`src/rtl/reg_file_scoreboard_if.sv`:
```
// Issue/read/write-back bundle between the decode stage and the register file scoreboard.
interface reg_file_scoreboard_if #(
  parameter int DATA_W = 32,
  parameter int ADDR_W = 5
);
  logic [ADDR_W-1:0] ra1;
  logic [ADDR_W-1:0] ra2;
  logic              use1;
  logic              use2;
  logic [DATA_W-1:0] rd1;
  logic [DATA_W-1:0] rd2;
  logic              issue_valid;
  logic [ADDR_W-1:0] issue_wa;
  logic              issue_ready;
  logic              wb_valid;
  logic [ADDR_W-1:0] wb_wa;
  logic [DATA_W-1:0] wb_data;
  logic              stall;
  logic [ADDR_W:0]   pending_cnt;

  modport master (
    output ra1, ra2, use1, use2, issue_valid, issue_wa, wb_valid, wb_wa, wb_data,
    input  rd1, rd2, issue_ready, stall, pending_cnt
  );

  modport slave (
    input  ra1, ra2, use1, use2, issue_valid, issue_wa, wb_valid, wb_wa, wb_data,
    output rd1, rd2, issue_ready, stall, pending_cnt
  );
endinterface

```
`src/rtl/reg_file_scoreboard.sv`:
```
// 32x32 GPR file with two bypassed async read ports, one write-back port and a
// per-register busy scoreboard that raises stall on RAW/WAW hazards.
module reg_file_scoreboard #(
  parameter int DATA_W = 32,
  parameter int ADDR_W = 5,
  parameter int NREG   = 32
) (
  input logic                  clk,
  input logic                  rst_n,
  reg_file_scoreboard_if.slave bus
);

  logic [DATA_W-1:0] gpr_r [NREG];
  logic [NREG-1:0]   busy_r;
  logic [ADDR_W:0]   pending_cnt_r;
  logic [NREG-1:0]   clear_s;
  logic [NREG-1:0]   set_s;
  logic [NREG-1:0]   eff_busy_s;
  logic [NREG-1:0]   busy_next_s;
  logic              stall_s;
  logic              accept_s;

  function automatic logic [ADDR_W:0] popcount(input logic [NREG-1:0] v);
    logic [ADDR_W:0] n;
    n = '0;
    for (int i = 0; i < NREG; i++) begin
      n = n + {{ADDR_W{1'b0}}, v[i]};
    end
    return n;
  endfunction

  function automatic logic [DATA_W-1:0] read_mux(
    input logic [ADDR_W-1:0] ra,
    input logic              wv,
    input logic [ADDR_W-1:0] wa,
    input logic [DATA_W-1:0] wd,
    input logic [DATA_W-1:0] stored
  );
    logic [DATA_W-1:0] r;
    if (ra == '0) begin
      r = '0;
    end else if (wv && (wa == ra)) begin
      r = wd;
    end else begin
      r = stored;
    end
    return r;
  endfunction

  // Hazard detection; a same-cycle write-back resolves the hazard on its register.
  always_comb begin
    clear_s = '0;
    set_s   = '0;
    for (int i = 1; i < NREG; i++) begin
      clear_s[i] = bus.wb_valid & (bus.wb_wa == ADDR_W'(i));
    end
    eff_busy_s = busy_r & ~clear_s;
    stall_s    = (bus.use1 & eff_busy_s[bus.ra1]) |
                 (bus.use2 & eff_busy_s[bus.ra2]) |
                 (bus.issue_valid & eff_busy_s[bus.issue_wa]);
    accept_s   = bus.issue_valid & ~stall_s & (bus.issue_wa != '0);
    for (int i = 1; i < NREG; i++) begin
      set_s[i] = accept_s & (bus.issue_wa == ADDR_W'(i));
    end
    busy_next_s = eff_busy_s | set_s;
  end

  assign bus.rd1         = read_mux(bus.ra1, bus.wb_valid, bus.wb_wa, bus.wb_data, gpr_r[bus.ra1]);
  assign bus.rd2         = read_mux(bus.ra2, bus.wb_valid, bus.wb_wa, bus.wb_data, gpr_r[bus.ra2]);
  assign bus.stall       = stall_s;
  assign bus.issue_ready = ~stall_s;
  assign bus.pending_cnt = pending_cnt_r;

  // Register file, scoreboard and pending count; r0 is never written or marked busy.
  always_ff @(posedge clk or negedge rst_n) begin
    if (!rst_n) begin
      for (int i = 0; i < NREG; i++) begin
        gpr_r[i] <= '0;
      end
      busy_r        <= '0;
      pending_cnt_r <= '0;
    end else begin
      if (bus.wb_valid && (bus.wb_wa != '0)) begin
        gpr_r[bus.wb_wa] <= bus.wb_data;
      end
      busy_r        <= busy_next_s;
      pending_cnt_r <= popcount(busy_next_s);
    end
  end

endmodule
```
`src/flat_wrapper.sv`:
```
// flat-port wrapper written by rule: the top's interface ports become plain ports
module reg_file_scoreboard_flat 
#(
  parameter int DATA_W = 32,
  parameter int ADDR_W = 5,
  parameter int NREG   = 32
)
  (clk, rst_n, bus_ra1, bus_ra2, bus_use1, bus_use2, bus_issue_valid, bus_issue_wa, bus_wb_valid, bus_wb_wa, bus_wb_data, bus_rd1, bus_rd2, bus_issue_ready, bus_stall, bus_pending_cnt);
  reg_file_scoreboard_if #(.DATA_W(DATA_W), .ADDR_W(ADDR_W)) bus_i ();
  input logic clk;
  input logic rst_n;
  input wire logic [$bits(bus_i.ra1)-1:0] bus_ra1;
  input wire logic [$bits(bus_i.ra2)-1:0] bus_ra2;
  input wire logic [$bits(bus_i.use1)-1:0] bus_use1;
  input wire logic [$bits(bus_i.use2)-1:0] bus_use2;
  input wire logic [$bits(bus_i.issue_valid)-1:0] bus_issue_valid;
  input wire logic [$bits(bus_i.issue_wa)-1:0] bus_issue_wa;
  input wire logic [$bits(bus_i.wb_valid)-1:0] bus_wb_valid;
  input wire logic [$bits(bus_i.wb_wa)-1:0] bus_wb_wa;
  input wire logic [$bits(bus_i.wb_data)-1:0] bus_wb_data;
  output wire logic [$bits(bus_i.rd1)-1:0] bus_rd1;
  output wire logic [$bits(bus_i.rd2)-1:0] bus_rd2;
  output wire logic [$bits(bus_i.issue_ready)-1:0] bus_issue_ready;
  output wire logic [$bits(bus_i.stall)-1:0] bus_stall;
  output wire logic [$bits(bus_i.pending_cnt)-1:0] bus_pending_cnt;
  assign bus_i.ra1 = bus_ra1;
  assign bus_i.ra2 = bus_ra2;
  assign bus_i.use1 = bus_use1;
  assign bus_i.use2 = bus_use2;
  assign bus_i.issue_valid = bus_issue_valid;
  assign bus_i.issue_wa = bus_issue_wa;
  assign bus_i.wb_valid = bus_wb_valid;
  assign bus_i.wb_wa = bus_wb_wa;
  assign bus_i.wb_data = bus_wb_data;
  assign bus_rd1 = bus_i.rd1;
  assign bus_rd2 = bus_i.rd2;
  assign bus_issue_ready = bus_i.issue_ready;
  assign bus_stall = bus_i.stall;
  assign bus_pending_cnt = bus_i.pending_cnt;
  reg_file_scoreboard #(.DATA_W(DATA_W), .ADDR_W(ADDR_W), .NREG(NREG)) u_core (.clk(clk), .rst_n(rst_n), .bus(bus_i));
endmodule
```
`config.mk`:
```
export PLATFORM = sky130hd
export DESIGN_NAME = reg_file_scoreboard_flat
export DESIGN_NICKNAME = d
export VERILOG_FILES = /design/src/rtl/reg_file_scoreboard_if.sv /design/src/rtl/reg_file_scoreboard.sv /design/src/flat_wrapper.sv
export SDC_FILE = /design/constraint.sdc
export NUM_CORES = 2
export LEC_CHECK = 0
export CAP_MARGIN = 25
export CORE_MARGIN = 2
export CORE_UTILIZATION = 45
export CTS_BUF_LIST = sky130_fd_sc_hd__clkbuf_4 sky130_fd_sc_hd__clkbuf_8
export CTS_CLUSTER_SIZE = 20
export DETAILED_ROUTE_END_ITERATION = 10
export RECOVER_POWER = 100
export SETUP_SLACK_MARGIN = 0.1
export SLEW_MARGIN = 10
export SYNTH_ARGS = -nofsm -noshare
export SYNTH_HDL_FRONTEND = slang
export SYNTH_SLANG_ARGS = --single-unit
```
`constraint.sdc`:
```
create_clock -name clk -period 19.65 [get_ports clk]
set_input_delay 3.93 -clock clk [delete_from_list [all_inputs] [get_ports clk]]
set_output_delay 3.93 -clock clk [all_outputs]
set_load 0.05 [all_outputs]
```
== Yosys cells after proc, flatten, opt, wreduce, memory -nomap -nowiden ==
Index checks and enable logic that the tools add are counted.
Storage, ports and cells
  flip-flop bits (word level): 1062
  latch bits: 0
  logic and storage cells: 239
  input bits: 58
  bits in read-only memories: 0
  bits in writable memories: 0
  memories kept: 0
Cells by class
  divide/modulo/power cells: 0
  multiply operators: 0
  equality and inequality tests: 64
  bitwise operators: 76
  mux-type cells: 19
  order comparisons: 7
  reduce and logical (&&, ||, !) cells: 8
  shift-type cells: 0
  add/subtract/negate cells: 31
Operators by type and width (number)
  bitwise mux 1024 bit: 1
  binary-select mux 32 bit (select 5 bit): 2
  two-way mux 32 bit: 9
  adder 6 x 1 -> 6 bit: 30
  demux 32 bit (select 5 bit): 1
  equality test 5 bit, second input constant: 32
  equality test 5 x 4 -> 1 bit, second input constant: 16
  bitwise AND 1 bit: 67
  equality test 5 x 3 -> 1 bit, second input constant: 8
  bitwise AND 32 bit: 1
  inverter 32 bit: 1
  OR 32 bit: 1
  equality test 5 x 2 -> 1 bit, second input constant: 4
  >= comparator 6 bit, second input constant: 3
  < comparator 5 x 6 -> 1 bit, second input constant: 3
  inverter 5 -> 6 bit: 3
  binary-select mux 1 bit (select 5 bit): 3
  equality test 5 x 1 -> 1 bit, second input constant: 2
  equality test 5 bit: 2
  logical NOT 5 bit: 2
  nonzero test 5 bit: 2
  < comparator 6 x 1 -> 1 bit, second input constant: 1
  logical AND 1 bit: 4
  two-way mux 1 bit: 3
  other kinds (3): 4

== Longest topological paths before layout ==
  word-level depth: 45
  mapped depth: 27

== Least setup slack after synthesis ==
OpenSTA, ideal clock, no wires.
  kind: input -> output
  start point: input bus_ra2[0]
  end point: output bus_rd2[22]
  arrival time: 6792 ps
  cell stages on the path: 10
  path slack: 8928 ps
  buffers on the path: 4
  path through: buf_2 > buf_2 > buf_2 > buf_2 > mux2i_1 > a221oi_1 > a22oi_1 > o21ai_0 > mux2i_1 > a211oi_1
On the way
  longest elaborated chain between the ends: 6
  elaborated cells between the ends (all ways): 9
  classes of those cells: 1 x eq/ne; 5 x mux; 1 x bitwise; 2 x reduce/logical
Ends and longest elaborated chain
  from (decl): line flat_wrapper.sv:13  | input wire logic [$bits(bus_i.ra2)-1:0] bus_ra2;
  inverter 5 -> 6 bit (not written as such): line reg_file_scoreboard.sv:69  | assign bus.rd2 = read_mux(bus.ra2, bus.wb_valid, bus.wb_wa, bus.wb_data, gpr_r[bus.ra2]);
  binary-select mux 32 bit (select 5 bit): line reg_file_scoreboard.sv:69
  two-way mux 32 bit (not written as such) (2 in series): line reg_file_scoreboard.sv:69
  two-way mux 32 bit: line reg_file_scoreboard.sv:42  | end else if (wv && (wa == ra)) begin
  two-way mux 32 bit (*): line reg_file_scoreboard.sv:40  | if (ra == '0) begin
  to (decl): line flat_wrapper.sv:22  | output wire logic [$bits(bus_i.rd2)-1:0] bus_rd2;
Every way passes the cells marked *; elsewhere a longest branch is shown, timed or not. The select of a mux whose other input is x is not followed.

== Worst setup path in the final report ==
  start point: input bus_ra2[1]
  end point: output bus_rd2[11]
The elaborated chain is that of the path after synthesis.

==> qor.csv <==
stage,metric,value,unit
power,power_leakage,27.93,nW
sta,fin_crit,16.39,ns
clock_network,cts_root_buf,clkbuf_8,
clock_network,cts_tree,done,
synthesis,synth_area_per_cell,14.20,sq um
placement,routabilityCongestion,0.9141,
synthesis,synth_common_cells,"1061 x dfrtp_1, 897 x mux2_2, 540 x mux4_2",
clock_network,cts_hold_buffers,0,
routing,drc,0,
clock_network,htree_levels,4,
power,power_density,110.9,nW/um^2
layout,syn_to_final_growth,10.97,%
floorplanning,die_h,365.1,um
clock_network,clock-sinks,1061,
routing,first_iter_violations,3766,
worst_setup_path,cp_data_arrival_time,12.46,ns
min_path,hold_class,flip-flop to flip-flop,
sta,finalHoldViolations,0,
floorplanning,dieArea,133300,sq um
global_routing,antenna_found_initial,6,
global_routing,grt_overflow,0,
status,violations,"capacitance limit, slew limit",
synthesis,synth_edf_count,0,
routing,vias_per_cell,6.420,
sta,clock_skew,0.01157,ns
sta,slew_headroom,-4.860,
synthesis,yosysMostFrequentCell,dfrtp_1,
sta,fmax,61.01,MHz
global_routing,grt_max_degree,181,
synthesis,synth_area,58680,sq um
sta,slew_violations,1731,
placement,io_buffer_count,129,
layout,nets,4186,
sta,tightest_slew,8.790,ns
global_routing,grt_pass1_vias,39634,
routing,avgRoutedWirePerCell,31.14,um
synthesis,synth_flop_cell,dfrtp_1,
floorplanning,io_pins,130,
power,switching_share,0.3134,
routing,totalWireLength,186.1,mm
floorplanning,core_area,129500,sq um
clock_network,clock_tree.buffer_depth,3,
synthesis,syn-num-nets,4219,
clock_network,path_clk_slew,0.06,ns
layout,drive_above_1_share,0.4441,
synthesis,synth.distinct_cells,74,
sta,rsz0062_at_grt,false,
power,internal_power,4.956,mW
worst_setup_path,start_kind,primary input,
synthesis,synthArstFlopShare,1.000,
worst_setup_path,cp.required,15.72,ns
floorplanning,rows,132,
layout,final_area,65110,sq um
floorplanning,initial_utilization,0.4531,
worst_setup_path,cp_max_fo,53,
placement,hpwlAfterDp,96.52,mm
routing,vias,38371,
floorplanning,die_x,365.1,um
clock_network,post_cts_buffers,0,
placement,place_area,61500,sq um
worst_setup_path,crit_type,primary input to output pin,
job,maxCapViolations,46,
routing,dr.pass1.iters,6,
synthesis,synthDominantCellAreaShare,0.4525,
clock_network,cts_buffers,184,
synthesis,ys_seq_area_frac,0.4525,
sta,finalCritPeriodShare,0.8341,
global_routing,grt_pass1_wl,274.1,mm
sta,setup_viol,0,
synthesis,synthTopCellsByArea,"dfrtp_1 45%, mux4_2 21%, mux2_2 17%, mux2i_1 3.4%, nand2_1 2.1%",
power,p_comb_frac,0.301,
power,clkPwrFrac,0.294,
status,status,"complete, but fails checks",
global_routing,grt_util_all_layers,0.2833,
synthesis,yosys_warnings,0,
worst_setup_path,critPathCaptureType,output pin,
synthesis,synth_seq_cells,1061,
power,power.switching,2.262,mW
routing,antenna_left,0,
sta,tns,0,ns
synthesis,yosys.area.top_type,dfrtp_1,
power,ir_drop,408.8,uV
clock_network,clk-insertion-delay-late,0.88,ns
synthesis,synth_cells,4131,
clock_network,cts_resized,0,
power,seq_power_share,0.405,
-- layer usage --
metal,part of all wire,GRT usage
met1,0.42,0.3854
met2,0.48,0.4604
met5,0.00015,0
met4,0.034,0.09860
met3,0.063,0.04981
-- cells in the final DEF (no fill, tap or decap), drive strengths merged, types with 25 or more instances in the layout --
cell type,synthesis,layout
mux2i,198,198
nor2,121,121
dlygate4sd3,0,63
buf,150,86
nand2,333,333
dfrtp,1061,1061
nand3,25,25
mux2,898,898
mux4,540,540
o21ai,59,59
a211oi,59,59
clkbuf,310,333
a21oi,26,26
inv,21,25
a221oi,71,71
clkdlybuf4s50,0,55
a22oi,38,38
-- flip-flops by register name, indices dropped and copies added (netlist names) --
register                flops
u_core.busy_r              31
u_core.bus.pending_cnt      6
u_core.gpr_r             1024
-- through the flow --
| step | cells | setup slack, ns | total power, mW | hold WS [ns] | utilization |
|---|---|---|---|---|---|
| after global routing | 5976 | 3.346 | 7.642 | 0.4068 | 0.5028 |
| final | 5977 | 3.259 | 7.218 | 0.3947 | 0.5028 |
| after CTS | 5960 | 6.834 | 7.285 | 0.3964 | 0.5045 |
| after floorplan | 4131 | 8.928 | 4.541 | 0.4413 | - |
| after detailed placement | 5641 | 6.725 | 5.150 | 0.3836 | 0.4749 |
| after global placement | 5633 | 6.795 | 5.091 | 0.3764 | 0.4735 |
-- power by group through the flow --
stage | registers (mW) | logic [mW] | clock network [mW]
after floorplan | 2.87 | 1.68 | 0
after global placement | 2.93 | 2.16 | 0
after detailed placement | 2.95 | 2.21 | 0
after CTS | 2.91 | 2.21 | 2.17
after global routing | 2.97 | 2.40 | 2.27
final | 2.92 | 2.17 | 2.12
-- worst max-delay path: stages --
cell	delay, ns
buf_8	0.43
nor2b_1	2.47
clkbuf_1	3.12
a221oi_1	0.71
a22oi_1	0.38
o21ai_0	0.12
mux2i_1	0.28
a211oi_1	0.12
dlygate4sd3_1	0.80
-- final cells by class --
cell class	instances	area, sq um
repair buffers	241	2312
clock inverters	23	192.7
flip-flops and latches	1061	26550
well taps	1742	2180
fillers	11224	64370
clock buffers	296	3630
inverters	23	86.33
diodes	4	10.01
multi-input cells	2587	30150
-- logic make-up (layout without fill, tap and decap cells) --
kind of cell | after synthesis | count (layout) | synth area share
AOI/OAI and AO/OA | 361 | 361 | 0.04845
DFF | 1061 | 1061 | 0.4525
and+or+nand+nor | 545 | 545 | 0.04028
buffers and inverters | 483 | 583 | 0.03380
xor gates and xnor gates | 15 | 15 | 0.002239
adders and majority gates | 30 | 30 | 0.009340
muxes | 1636 | 1636 | 0.4134
other | 0 | 4 | 0
-- final timing paths --
kind | startpoint | to | slack [ns] | cells past startpoint
setup / recovery | bus_ra2[1] | bus_rd2[11] | 3.26 | 9
hold / removal | u_core.gpr_r[1014]$_DFFE_PN0P_ | u_core.gpr_r[1014]$_DFFE_PN0P_ | 0.39 | 0
setup reg to reg | u_core.busy_r[6]$_DFF_PN0_ | u_core.bus.pending_cnt[4]$_DFF_PN0_ | 11.30 | 21
hold reg to reg | u_core.gpr_r[1014]$_DFFE_PN0P_ | u_core.gpr_r[1014]$_DFFE_PN0P_ | 0.39 | 0
max in group asynchronous | rst_n | u_core.gpr_r[660]$_DFFE_PN0P_ | 5.54 | 6
min in group asynchronous | rst_n | u_core.bus.pending_cnt[3]$_DFF_PN0_ | 4.22 | 1
Note: power is estimated with default switching activity, not from simulation.
